[src/rtl/serial_adder.sv]
// serial_adder: bit-serial N-bit adder wrapped around a 1-bit full-adder cell.
//
// On an accepted start the operands and carry-in are captured, then one bit
// pair per cycle (LSB first) is fed to the full-adder cell. A registered
// carry links consecutive bits, and the sum bits are shifted into a result
// register that is copied to the parallel outputs on completion.
//
// Optional feature macro: SERIAL_ADDER_OVERFLOW_EN
//   defined   - carry-into-MSB capture and a registered two's-complement
//               overflow flag are built; overflow holds alongside sum.
//   undefined - no capture register; overflow is tied to 0.
//
// Handshake: start is a level request sampled on every rising edge. It is
// accepted only in IDLE or DONE. The result (sum/carry_out/overflow) is valid
// in the single cycle that done is high and holds until the next completion.
// start seen during ADD is ignored; it neither restarts nor extends the add.

// One-bit full-adder cell: sum and majority carry.
module full_adder_cell (
    input  logic a,
    input  logic b,
    input  logic ci,
    output logic s,
    output logic co
);

    assign s  = a ^ b ^ ci;
    assign co = (a & b) | (a & ci) | (b & ci);

endmodule

module serial_adder #(
    parameter int NUM_BITS = 8
) (
    input  logic                clk,
    input  logic                n_rst,
    input  logic                start,
    input  logic [NUM_BITS-1:0] a,
    input  logic [NUM_BITS-1:0] b,
    input  logic                carry_in,
    output logic [NUM_BITS-1:0] sum,
    output logic                carry_out,
    output logic                overflow,
    output logic                busy,
    output logic                done
);

    localparam int CNT_W = $clog2(NUM_BITS);
    localparam logic [CNT_W-1:0] CNT_LAST = CNT_W'(NUM_BITS - 1);

    typedef enum logic [1:0] {
        ST_IDLE = 2'd0,
        ST_ADD  = 2'd1,
        ST_DONE = 2'd2
    } state_t;

    // fsm_state is the observable state for checkers bound to this block.
    state_t fsm_state;
    state_t state_next;

    logic [NUM_BITS-1:0] op_a;
    logic [NUM_BITS-1:0] op_b;
    logic [NUM_BITS-1:0] res;
    logic [NUM_BITS-1:0] res_next;
    logic [CNT_W-1:0]    cnt;
    logic                c_reg;
    logic                sum_bit;
    logic                carry_bit;
    logic                accept;
    logic                last_bit;

    // A request is honoured only when no addition is in flight.
    assign accept   = start && (fsm_state != ST_ADD);
    assign last_bit = (fsm_state == ST_ADD) && (cnt == CNT_LAST);

    // The cell always sees the current LSB pair and the running carry.
    full_adder_cell u_cell (
        .a  (op_a[0]),
        .b  (op_b[0]),
        .ci (c_reg),
        .s  (sum_bit),
        .co (carry_bit)
    );

    // New sum bit enters at the MSB so the LSB ends up at bit 0 after N shifts.
    assign res_next = {sum_bit, res[NUM_BITS-1:1]};

    // Moore status outputs.
    assign busy = (fsm_state == ST_ADD);
    assign done = (fsm_state == ST_DONE);

    // FSM state register.
    always_ff @(posedge clk or negedge n_rst) begin
        if (!n_rst) begin
            fsm_state <= ST_IDLE;
        end else begin
            fsm_state <= state_next;
        end
    end

    // FSM next-state decode.
    always_comb begin
        state_next = fsm_state;
        case (fsm_state)
            ST_IDLE: begin
                if (start) state_next = ST_ADD;
                else       state_next = ST_IDLE;
            end
            ST_ADD: begin
                if (cnt == CNT_LAST) state_next = ST_DONE;
                else                 state_next = ST_ADD;
            end
            ST_DONE: begin
                if (start) state_next = ST_ADD;
                else       state_next = ST_IDLE;
            end
            default: state_next = ST_IDLE;
        endcase
    end

    // Operand shift registers, running carry and bit counter.
    always_ff @(posedge clk or negedge n_rst) begin
        if (!n_rst) begin
            op_a  <= '0;
            op_b  <= '0;
            c_reg <= 1'b0;
            cnt   <= '0;
            res   <= '0;
        end else if (accept) begin
            op_a  <= a;
            op_b  <= b;
            c_reg <= carry_in;
            cnt   <= '0;
        end else if (fsm_state == ST_ADD) begin
            op_a  <= {1'b0, op_a[NUM_BITS-1:1]};
            op_b  <= {1'b0, op_b[NUM_BITS-1:1]};
            c_reg <= carry_bit;
            res   <= res_next;
            // Counter parks at zero on the final bit instead of wrapping.
            if (last_bit) cnt <= '0;
            else          cnt <= cnt + CNT_W'(1);
        end
    end

    // Parallel result registers, updated only on the edge entering DONE.
    always_ff @(posedge clk or negedge n_rst) begin
        if (!n_rst) begin
            sum       <= '0;
            carry_out <= 1'b0;
        end else if (last_bit) begin
            sum       <= res_next;
            carry_out <= carry_bit;
        end
    end

`ifdef SERIAL_ADDER_OVERFLOW_EN
    logic c_msb;
    logic c_msb_d;
    logic overflow_q;

    // Carry into the MSB is the running carry while the last bit is processed.
    assign c_msb_d = last_bit ? c_reg : c_msb;

    // Capture carry-into-MSB and derive signed overflow on completion.
    always_ff @(posedge clk or negedge n_rst) begin
        if (!n_rst) begin
            c_msb      <= 1'b0;
            overflow_q <= 1'b0;
        end else if (last_bit) begin
            c_msb      <= c_msb_d;
            overflow_q <= carry_bit ^ c_msb_d;
        end
    end

    assign overflow = overflow_q;
`else
    assign overflow = 1'b0;
`endif

`ifndef SYNTHESIS
    // Simulation guard against undefined control and unknown captured operands.
    always @(posedge clk) begin
        if (n_rst) begin
            if ($isunknown(start)) begin
                $error("serial_adder: start is not 0/1");
            end else if (accept && ($isunknown(a) || $isunknown(b) || $isunknown(carry_in))) begin
                $error("serial_adder: unknown operand on accepted start");
            end
        end
    end
`endif

endmodule

[config.mk]
export PLATFORM = sky130hd
export DESIGN_NAME = serial_adder
export DESIGN_NICKNAME = d
export VERILOG_FILES = /design/src/rtl/serial_adder.sv
export SDC_FILE = /design/constraint.sdc
export NUM_CORES = 1
export LEC_CHECK = 0
export CORE_MARGIN = 5
export CORE_UTILIZATION = 25
export CTS_BUF_LIST = sky130_fd_sc_hd__clkbuf_8
export DETAILED_ROUTE_END_ITERATION = 6
export GPL_TIMING_DRIVEN = 0
export HOLD_SLACK_MARGIN = 0.03
export PLACE_DENSITY = 0.47
export RECOVER_POWER = 25
export SLEW_MARGIN = 10
export SYNTH_ARGS = -nofsm -noshare
export SYNTH_HDL_FRONTEND = slang
export SYNTH_HIERARCHICAL = 1
export SYNTH_SLANG_ARGS = --single-unit
[constraint.sdc]
create_clock -name clk -period 4.64 [get_ports clk]
set_clock_uncertainty 0.2 [all_clocks]
set_input_delay 0.464 -clock clk [delete_from_list [all_inputs] [get_ports clk]]
set_output_delay 0.464 -clock clk [all_outputs]
set_load 0.01 [all_outputs]
Word level (Yosys, flattened, before mapping)
Cells that the tools add are included.
W data, S select, Z words.

cells by class
  add/sub/neg operators = 1
  bitwise gates (word level) = 8
  equal/unequal tests = 4
  reduce and logical (&&, ||, !) cells = 6
  mux-type cells = 12

operators with widths
  operator               number
  $mux W8                4
  $mux W3                3
  $pmux W2 S2            1
  $add A3 B1 Y3 const B  1
  $and A1 B1 Y1          3
  $eq A3 B3 Y1 const B   1
  $mux W1                3
  $eq A2 B1 Y1 const B   1
  $eq A2 B2 Y1 const B   1
  $logic_and A1 B1 Y1    2
  $logic_not A2 Y1       1
  $mux W2                1
  $ne A2 B1 Y1 const B   1
  $or A1 B1 Y1           2
  $reduce_and A2 Y1      1
  $reduce_bool A2 Y1     1
  $reduce_or A2 Y1       1
  $xor A1 B1 Y1          2
  $not A1 Y1             1

storage, ports and cells
  output and inout port bits = 12
  input bits = 20
  word-level logic and storage cells = 39
  flip-flop bits (word level) = 39

Logic depth before layout (Yosys ltp)
Gate-level depths: netlist of run 1.

  word-level depth = 5
  depth in mapped cells = 5
  depth with buffers taken out = 4

Cells and area by module
The synthesis of run 1 kept the hierarchy.

modules (own cells, without submodules)
  module           cells each  area an instance (um^2)  sequential area each (um^2)  instances
  serial_adder     112         1,751.7                  950.9                        1
  full_adder_cell  1           20.0                     0.0                          1

Worst setup path after synthesis of run 1
OpenSTA, ideal clock, no wires.

  kind = register to register
  start point = reg cnt[0]
  end point = reg carry_out
  stages on the path, launching flop included = 6
  setup time = 125 ps
  clock period less this slack = 1,721 ps
  arrival = 1,396 ps
  path buffers = 1
  setup slack = 2,919 ps
  required time = 4,315 ps
  cell sequence = dfrtp_1 -> ha_1 -> ha_1 -> nand3b_1 -> buf_2 -> mux2_2

between the ends
  longest elaborated chain between the ends = 2

RTL lines
  element                 RTL line  RTL
  start, declared         65        logic [CNT_W-1:0] cnt;
  start signal, assigned  141       else cnt <= cnt + CNT_W'(1);
  $eq A3 B3 Y1            74        assign last_bit = (fsm_state == ST_ADD) && (cnt == CNT_LAST);
  $logic_and A1 B1 Y1     74
  end signal, assigned    152       carry_out <= carry_bit;
  end, declared           42        output logic carry_out,

Every way passes these cells.
A chain may end at the register's enable or synchronous reset.

==> summary.md, run 1 <==
| Metric | Value |
|---|---|
| Classification of the worst setup path | primary input to asynchronous set/reset pin |
| Combinational Power Share | 41.4% |
| Share of cells above drive strength 1 | between 40 and 50% |
| Final worst-path cycle share | between 50% and 60% |
| Max-cap violations | 0 |
| Outcome | completed |
| Synth Area in Simple Gates | 3.67% |
| RD Place Congestion | 0.699 |
| DRC violations left | 0 |
| Fin. max-slew vios | 0 |
| Worst path required time | 4.68 ns |
| Sw Ratio | 29.2% |
| Wire per inst | 13.9 µm |
| Worst-case vdd ir drop | 0.000135 V |
| CTS tree | built |
| H-tree depth | 2 |
| Most common cell in the synthesized netlist | dfrtp_1 |
| Post-synth top area share | 53.7% |
| Core area | 6830 µm² |
| Final WS setup | between 2 and 2.5 ns |
| Nets | ~170 |
| Clock-pin slew on the worst setup and hold paths | 0.07 ns |
| Slew at the pin closest to its max-slew limit | roughly 1.1 ns |
| Synth Flop Type | dfrtp_1 |
| Tmin final | 2.59 ns |
| Setup TNS | 0 ns |
| Setup repair bufs after CTS | 0 |
| Share of total power in sequential cells | 41.9% |
| Syn_area_per_cell | 15.7 µm² |
| Synth Area in XOR/XNOR | 0% |
| Grt ovf | 0 |
| Post-Place Worst Slack | 2.46 ns |
| Number of port buffers | 29 |
| F_max | 386 MHz |
| Cts bufs inserted | 5 |
| Net Count, Synth | 136 |
| Post-DP HPWL | between 2 and 3 mm |
| Post-Route WL | 3.44 mm |
| Mux share of post-synthesis cell area | 33.3% |
| Largest area contributor in the synthesized netlist | dfrtp_1 |
| Die width | 94.2 µm |
| Netlist cell types | 21 |
| Via density | approximately 4.0 |
| Largest family of logic cells by synthesized area | multiplexers |
| Syn. warnings | 6 |
| Worst-Skew Late Latency | 0.29 ns |
| Largest net degree at the start of global routing | 21 |
| Clock sink count | 38 |
| Power density over the cells | about 600 nW/µm² |
| Post-synthesis compound-gate area fraction | under 10% |
| Clock share of power | 16.6% |
| Ports | 32 |
| Adder-cell share of the synthesized area | 2.54% |
| CP endpoint kind | asynchronous set/reset pin |
| Total inserted antenna cells | 0 |
| Crit start category | primary input |
| Layout fillers | 698 |
| First-pass GRT wire length | 5.66 mm |
| Vias in the first global route | 1099 |
| DR iter-0 viols | 35 |
| Clock buffer depth | 2 |
| Crit path arrival time | 2.63 ns |
| Sequential share of the synthesized area | between 50 and 60% |
| Row cnt | 30 |
| Initial antenna violation count | 0 |
| RSZ-0062 raised after global routing | no |
| Post-synth top cells | dfrtp_1, mux2_2, mux2_4 |
| DR vias | 1003 |
| Internal | 0.971 mW |
| Final Hold Fails | 0 |
| Mapped cell area | ~1800 µm² |
| HP Class | flop to flop |
| Die Height | 94.2 µm |
| Max FO, Critical Path | 20 |
| Largest regs | op_a x8, op_b x8, sum x8 |
| 1st-pass router iterations | 3 |
| Root Driver | clkbuf_8 |
| Psw | between 0.3 and 0.4 mW |
| Setup violators final | 0 |
| Slew margin rel. | ~25% |
| FF+latch count, synth | 38 |
| Area grow syn2layout | 28.7% |
| Initial Utilization | 25.9% |
| Leakage | 1.03 nW |
| Post-synth EDFFs | 0 |
| Cts repair resizes | 0 |
| Die footprint | 8870 µm² |
| Register-to-Register Path Depth | 5 |
| Top cells by area, synth | dfrtp_1, mux2_2, mux2_4, buf_6, a31o_2 |
| Synthesized instance count | around 110 |
| Ys async rst share | 100% |
| Hold depth | 1 |
| Gr usage total | between 8 and 9% |
| DRT antenna net count | 0 |
[metal layers]
metal / up-vias / track usage (%) / share of wire (%)
met5: - / 0 / 0
met4: 0 / 4.33 / 1.9
met3: 7 / 2.72 / 3.7
met2: 19 / 14.4 / 53
met1: 504 / 9.47 / 41
li1: 473 / - / -
[layout by cell type (no fill, tap or decap), drive strengths merged]
| cell type | instances |
|---|---|
| clkinv | 1 |
| inv | 4 |
| a31o | 3 |
| nor2b | 1 |
| fa | 1 |
| nor2 | 2 |
| or3b | 1 |
| ha | 2 |
| nand3b | 1 |
| dfrtp | 38 |
| nand2b | 1 |
| mux2i | 2 |
| nor4bb | 2 |
| dlygate4sd3 | 1 |
| clkbuf | 8 |
| buf | 7 |
| conb | 1 |
| o21ai | 1 |
| mux2 | 46 |
| nor4b | 1 |
| clkdlybuf4s50 | 28 |
[through the flow]
stage	power, mW	cell area, µm²	utilization (%)	std cells	hold slack (ns)
after global placement	1.13	2180	31.9	238	0.283
after CTS	1.40	2310	33.8	248	0.310
after floorplan	0.956	1770	-	113	-0.0316
after detailed placement	1.16	2200	32.3	239	0.242
after global routing	1.47	2280	33.4	248	0.328
final	1.37	2280	33.4	248	0.300
[worst max-delay path, cell delays in order]
cell and delay, ns:
dlygate4sd3_1 0.52, clkbuf_1 0.73, clkbuf_1 0.91
[power by group through the flow]
| stage | Clock [mW] | Sequential (mW) | Combinational (mW) |
|---|---|---|---|
| floorplan | 0 | 0.570 | 0.386 |
| global placement | 0 | 0.573 | 0.558 |
| detailed placement | 0 | 0.585 | 0.577 |
| CTS | 0.241 | 0.578 | 0.582 |
| global route | 0.256 | 0.597 | 0.618 |
| finish | 0.228 | 0.575 | 0.568 |
[path summary, 6_finish.rpt]
kind	from	end	slack [ns]
worst min register to register	op_b[2]$_DFFE_PN0P_	op_b[1]$_DFFE_PN0P_	0.30
max in group clk	fsm_state[1]$_DFF_PN0_	busy	2.15
min in group asynchronous	n_rst	op_b[7]$_DFFE_PN0P_	0.65
worst max-delay path	n_rst	fsm_state[1]$_DFF_PN0_	2.05
worst max register to register	cnt[0]$_DFFE_PN0P_	sum[2]$_DFFE_PN0P_	2.72
worst min-delay path	op_b[2]$_DFFE_PN0P_	op_b[1]$_DFFE_PN0P_	0.30
[what timing repair did]
item / in CTS / in global routing
hold endpoints to repair: 18 / 0
hold buffers: 1 / 0
setup endpoints to repair: 0 / 0
[area by class of cell]
| type | instances | area, µm² | share of cell area, % |
|---|---|---|---|
| inverter | 3 | 11.3 | 0.494 |
| clock inverter | 2 | 8.76 | 0.384 |
| sequential | 38 | 951 | 41.7 |
| multi-input combinational | 65 | 736 | 32.3 |
| clock buffer | 6 | 82.6 | 3.62 |
| buffer | 7 | 73.8 | 3.24 |
| timing repair buffer | 31 | 298 | 13.1 |
| tap | 96 | 120 | 5.27 |
[logic make-up after synthesis]
kind of cell | Yosys count
multiplexers | 48
other | 1
flip-flops | 38
buffers and inverters | 10
adder cells (fa/ha/maj) | 3
AND/OR/NAND/NOR | 9
AO/OA/AOI/OAI | 4
No activity file was read; power rests on OpenSTA's default activity.
==> inputs of run 2 (changes only) <==
--- a/config.mk
+++ b/config.mk
@@ -11,7 +11,7 @@
 export DETAILED_ROUTE_END_ITERATION = 6
 export GPL_TIMING_DRIVEN = 0
 export HOLD_SLACK_MARGIN = 0.03
-export PLACE_DENSITY = 0.47
+export PLACE_DENSITY = 0.49
 export RECOVER_POWER = 25
 export SLEW_MARGIN = 10
 export SYNTH_ARGS = -nofsm -noshare
==> constraint.sdc (replaced) <==
create_clock -name clk -period 2.27 [get_ports clk]
set_clock_uncertainty 0.2 [all_clocks]
set_input_delay 0.227 -clock clk [delete_from_list [all_inputs] [get_ports clk]]
set_output_delay 0.227 -clock clk [all_outputs]
set_load 0.01 [all_outputs]
==> summary.md, run 2 (synthesis results as in run 1) <==
| Metric | Value |
|---|---|
| Ports | 32 (unchanged) |
| F_max | 464 MHz |
| RSZ-0062 raised after global routing | no (unchanged) |
| Area grow syn2layout | 30.1% (was 28.7%) |
| Critical path's slowest cell | clkdlybuf4s50_1 (was clkbuf_1) |
| RR Endpoint | carry_out$_DFFE_PN0P_ (was sum[2]$_DFFE_PN0P_) |
| Instance count on the critical path | 4 (was 3) |
| CP max stage delay | 0.55 ns (was 0.91 ns) |
| Crit start category | flop (was primary input) |
| Die Height | 94.2 µm (unchanged) |
| DRT antenna net count | 0 (unchanged) |
| Register-to-Register Path Depth | 5 (unchanged) |
| Worst-Skew Late Latency | 0.29 ns (about the same) |
| Final Hold Fails | 0 (unchanged) |
| Leakage | 1.03 nW (about the same) |
| Root Driver | clkbuf_8 (unchanged) |
| Placed cell areas | 2200 µm² (about the same) |
| CP endpoint kind | output pin (was asynchronous set/reset pin) |
| Total inserted antenna cells | 0 (unchanged) |
| Vias in the first global route | 1114 (was 1099) |
| Register area | 951 µm² (unchanged) |
| Highest-count cells in the layout ignoring fill and taps | dfrtp_1, mux2_2, clkdlybuf4s50_1 (unchanged) |
| Die footprint | 8870 µm² (unchanged) |
| Combinational Power Share | 40.1% (was 41.4%) |
| Setup crit end | busy (was fsm_state[1]$_DFF_PN0_) |
| Worst-case vdd ir drop | 0.000384 V (was 0.000135 V) |
| 1st-pass router iterations | 4 (was 3) |
| DR iter-0 viols | 25 (was 35) |
| Critical path buffers and inverters | 3 (unchanged) |
| Slew at the pin closest to its max-slew limit | 0.767 ns (was 1.13 ns) |
| Initial antenna violation count | 0 (unchanged) |
| Classification of the worst setup path | flop to output pin (was primary input to asynchronous set/reset pin) |
| Area of the multi-input gates | 736 µm² (unchanged) |
| Clock buffer depth | 2 (unchanged) |
| Layout fillers | 697 (was 698) |
| Clock sink count | 38 (unchanged) |
| Setup slack, reg-to-reg | 0.40 ns (was 2.72 ns) |
| Row cnt | 30 (unchanged) |
| Crit-path cells | nand2b_1 > buf_4 > clkinvlp_4 > clkdlybuf4s50_1 (was dlygate4sd3_1 > clkbuf_1 > clkbuf_1) |
| Sw Ratio | 28.2% (was 29.2%) |
| Die width | 94.2 µm (unchanged) |
| Crit path arrival time | 1.73 ns (was 2.63 ns) |
| Core area | 6830 µm² (unchanged) |
| CP startpoint | fsm_state[1]$_DFF_PN0_ (was n_rst) |
| Nets | 174 (unchanged) |
| Most common cell after layout, fill and taps aside | dfrtp_1 (unchanged) |
| Setup violators final | 0 (unchanged) |
| Max FO, Critical Path | 7 (was 20) |
| First-pass GRT wire length | 5.63 mm (was 5.66 mm) |
| Post-DP HPWL | 2.39 mm (was 2.56 mm) |
| Final instance area | 2300 µm² (was 2280 µm²) |
| Clock share of power | 19.4% (was 16.6%) |
| Gr usage total | 8.37% (was 8.48%) |
| Worst path required time | 1.84 ns (was 4.68 ns) |
| Power density over the cells | 1250 nW/µm² (was 601 nW/µm²) |
| Largest net degree at the start of global routing | 26 (was 21) |
| Internal | 2.07 mW (was 0.971 mW) |
| Number of port buffers | 29 (unchanged) |
| Via density | 4.01 (was 4.04) |
| Post-Route WL | 3.29 mm (was 3.44 mm) |
| Grt ovf | 0 (unchanged) |
| Max-cap violations | 0 (unchanged) |
| CTS tree | built (unchanged) |
| Share of cells above drive strength 1 | 43.4% (was 42.1%) |
| Outcome | completed (unchanged) |
| Worst r2r src | cnt[0]$_DFFE_PN0P_ (unchanged) |
| DR vias | 995 (was 1003) |
| Setup TNS | 0 ns (unchanged) |
| Share of total power in sequential cells | 40.5% (was 41.9%) |
| Final WS setup | 0.115 ns (was 2.05 ns) |
| DRC violations left | 0 (unchanged) |
| Tmin final | 2.16 ns |
| Fin. max-slew vios | 0 (unchanged) |
| Cts bufs inserted | 5 (unchanged) |
| Wire per inst | 13.3 µm (was 13.9 µm) |
| Clock-pin slew on the worst setup and hold paths | 0.07 ns (about the same) |
| CP delay by family, top | buffers and inverters (unchanged) |
| H-tree depth | 2 (unchanged) |
| Slew margin rel. | 48.9% (was 24.5%) |
| Initial Utilization | 25.9% (unchanged) |
| HP Class | primary input to flop (was flop to flop) |
| Final worst-path cycle share | 94.9% |
| Hold wc startpoint | start (was op_b[2]$_DFFE_PN0P_) |
| Psw | 0.812 mW (was 0.400 mW) |
| RD Place Congestion | 0.639 (was 0.699) |
| Largest regs | op_a x8, op_b x8, sum x8 (unchanged) |
| Post-Place Worst Slack | 0.349 ns (was 2.46 ns) |
-- run 2: changes by cell type in the layout (fill, tap and decap cells not counted) --
cell        before  now
inv_1            4    3
clkinvlp_4       0    2
clkbuf_2         0    1
clkinv_2         1    0
clkbuf_1         2    1
clkbuf_8         6    5
bufinv_16        0    1
-- run 2: repair_timing --
item                                    CTS  global route
buffers inserted                          0             0
endpoints found under the hold margin    38             0
resized for setup                         0             1
hold buffers                              1             0
endpoints found under the setup margin    0             1
-- run 2: power groups by stage --
stage	Sequential, mW	Combinational, mW	Clock, mW
4_1_cts	1.17	1.18	0.582
3_5_place_dp	1.19	1.17	0
6_report	1.17	1.15	0.559
2_1_floorplan	1.17	0.790	0
3_3_place_gp	1.18	1.14	0
5_1_grt	1.22	1.27	0.606
-- run 2: area by class of cell --
type	count	share of cell area, %
Inverter	3	0.651
Multi-Input combinational cell	65	31.9
Tap cell	96	5.21
Clock buffer	5	2.99
Timing Repair Buffer	31	13.0
Clock inverter	3	1.79
Buffer	7	3.20
Sequential cell	38	41.3
-- run 2: metrics by stage --
step	util [%]	hold slack, ns	cells	power, mW
4_1_cts	33.9	0.176	248	2.94
6_report	33.7	0.183	248	2.88
2_1_floorplan	-	-0.269	113	1.95
3_3_place_gp	31.9	0.282	238	2.31
3_5_place_dp	32.2	-0.0420	239	2.35
5_1_grt	33.7	0.193	248	3.09
-- run 2: how the worst min path moves through the flow --
stage,end,depth (start not counted)
finish,op_b[4]$_DFFE_PN0P_,3
detailed placement,sum[0]$_DFFE_PN0P_,1
global placement,op_b[3]$_DFFE_PN0P_,1
floorplan,c_reg$_DFFE_PN0P_,0
global route,op_a[0]$_DFFE_PN0P_,3
CTS,op_b[4]$_DFFE_PN0P_,3
-- run 2: worst register-to-register path: cells and delay by family, from the launching register on --
| family | cells | cell delay [ns] |
|---|---|---|
| adder cells (fa/ha/maj) | 2 | 0.43 |
| flip-flops | 1 | 0.40 |
| multiplexers | 1 | 0.37 |
| buffers and inverters | 1 | 0.25 |
| AND/OR/NAND/NOR | 1 | 0.11 |
-- run 2: routing by layer --
| metal | wire length [µm] | up-vias | global-route usage (%) |
|---|---|---|---|
| li1 | - | 473 | - |
| met1 | 1460 | 496 | 10.3 |
| met2 | 1650 | 20 | 13.8 |
| met3 | 117 | 6 | 2.32 |
| met4 | 61 | 0 | 3.25 |
| met5 | 0 | - | 0 |
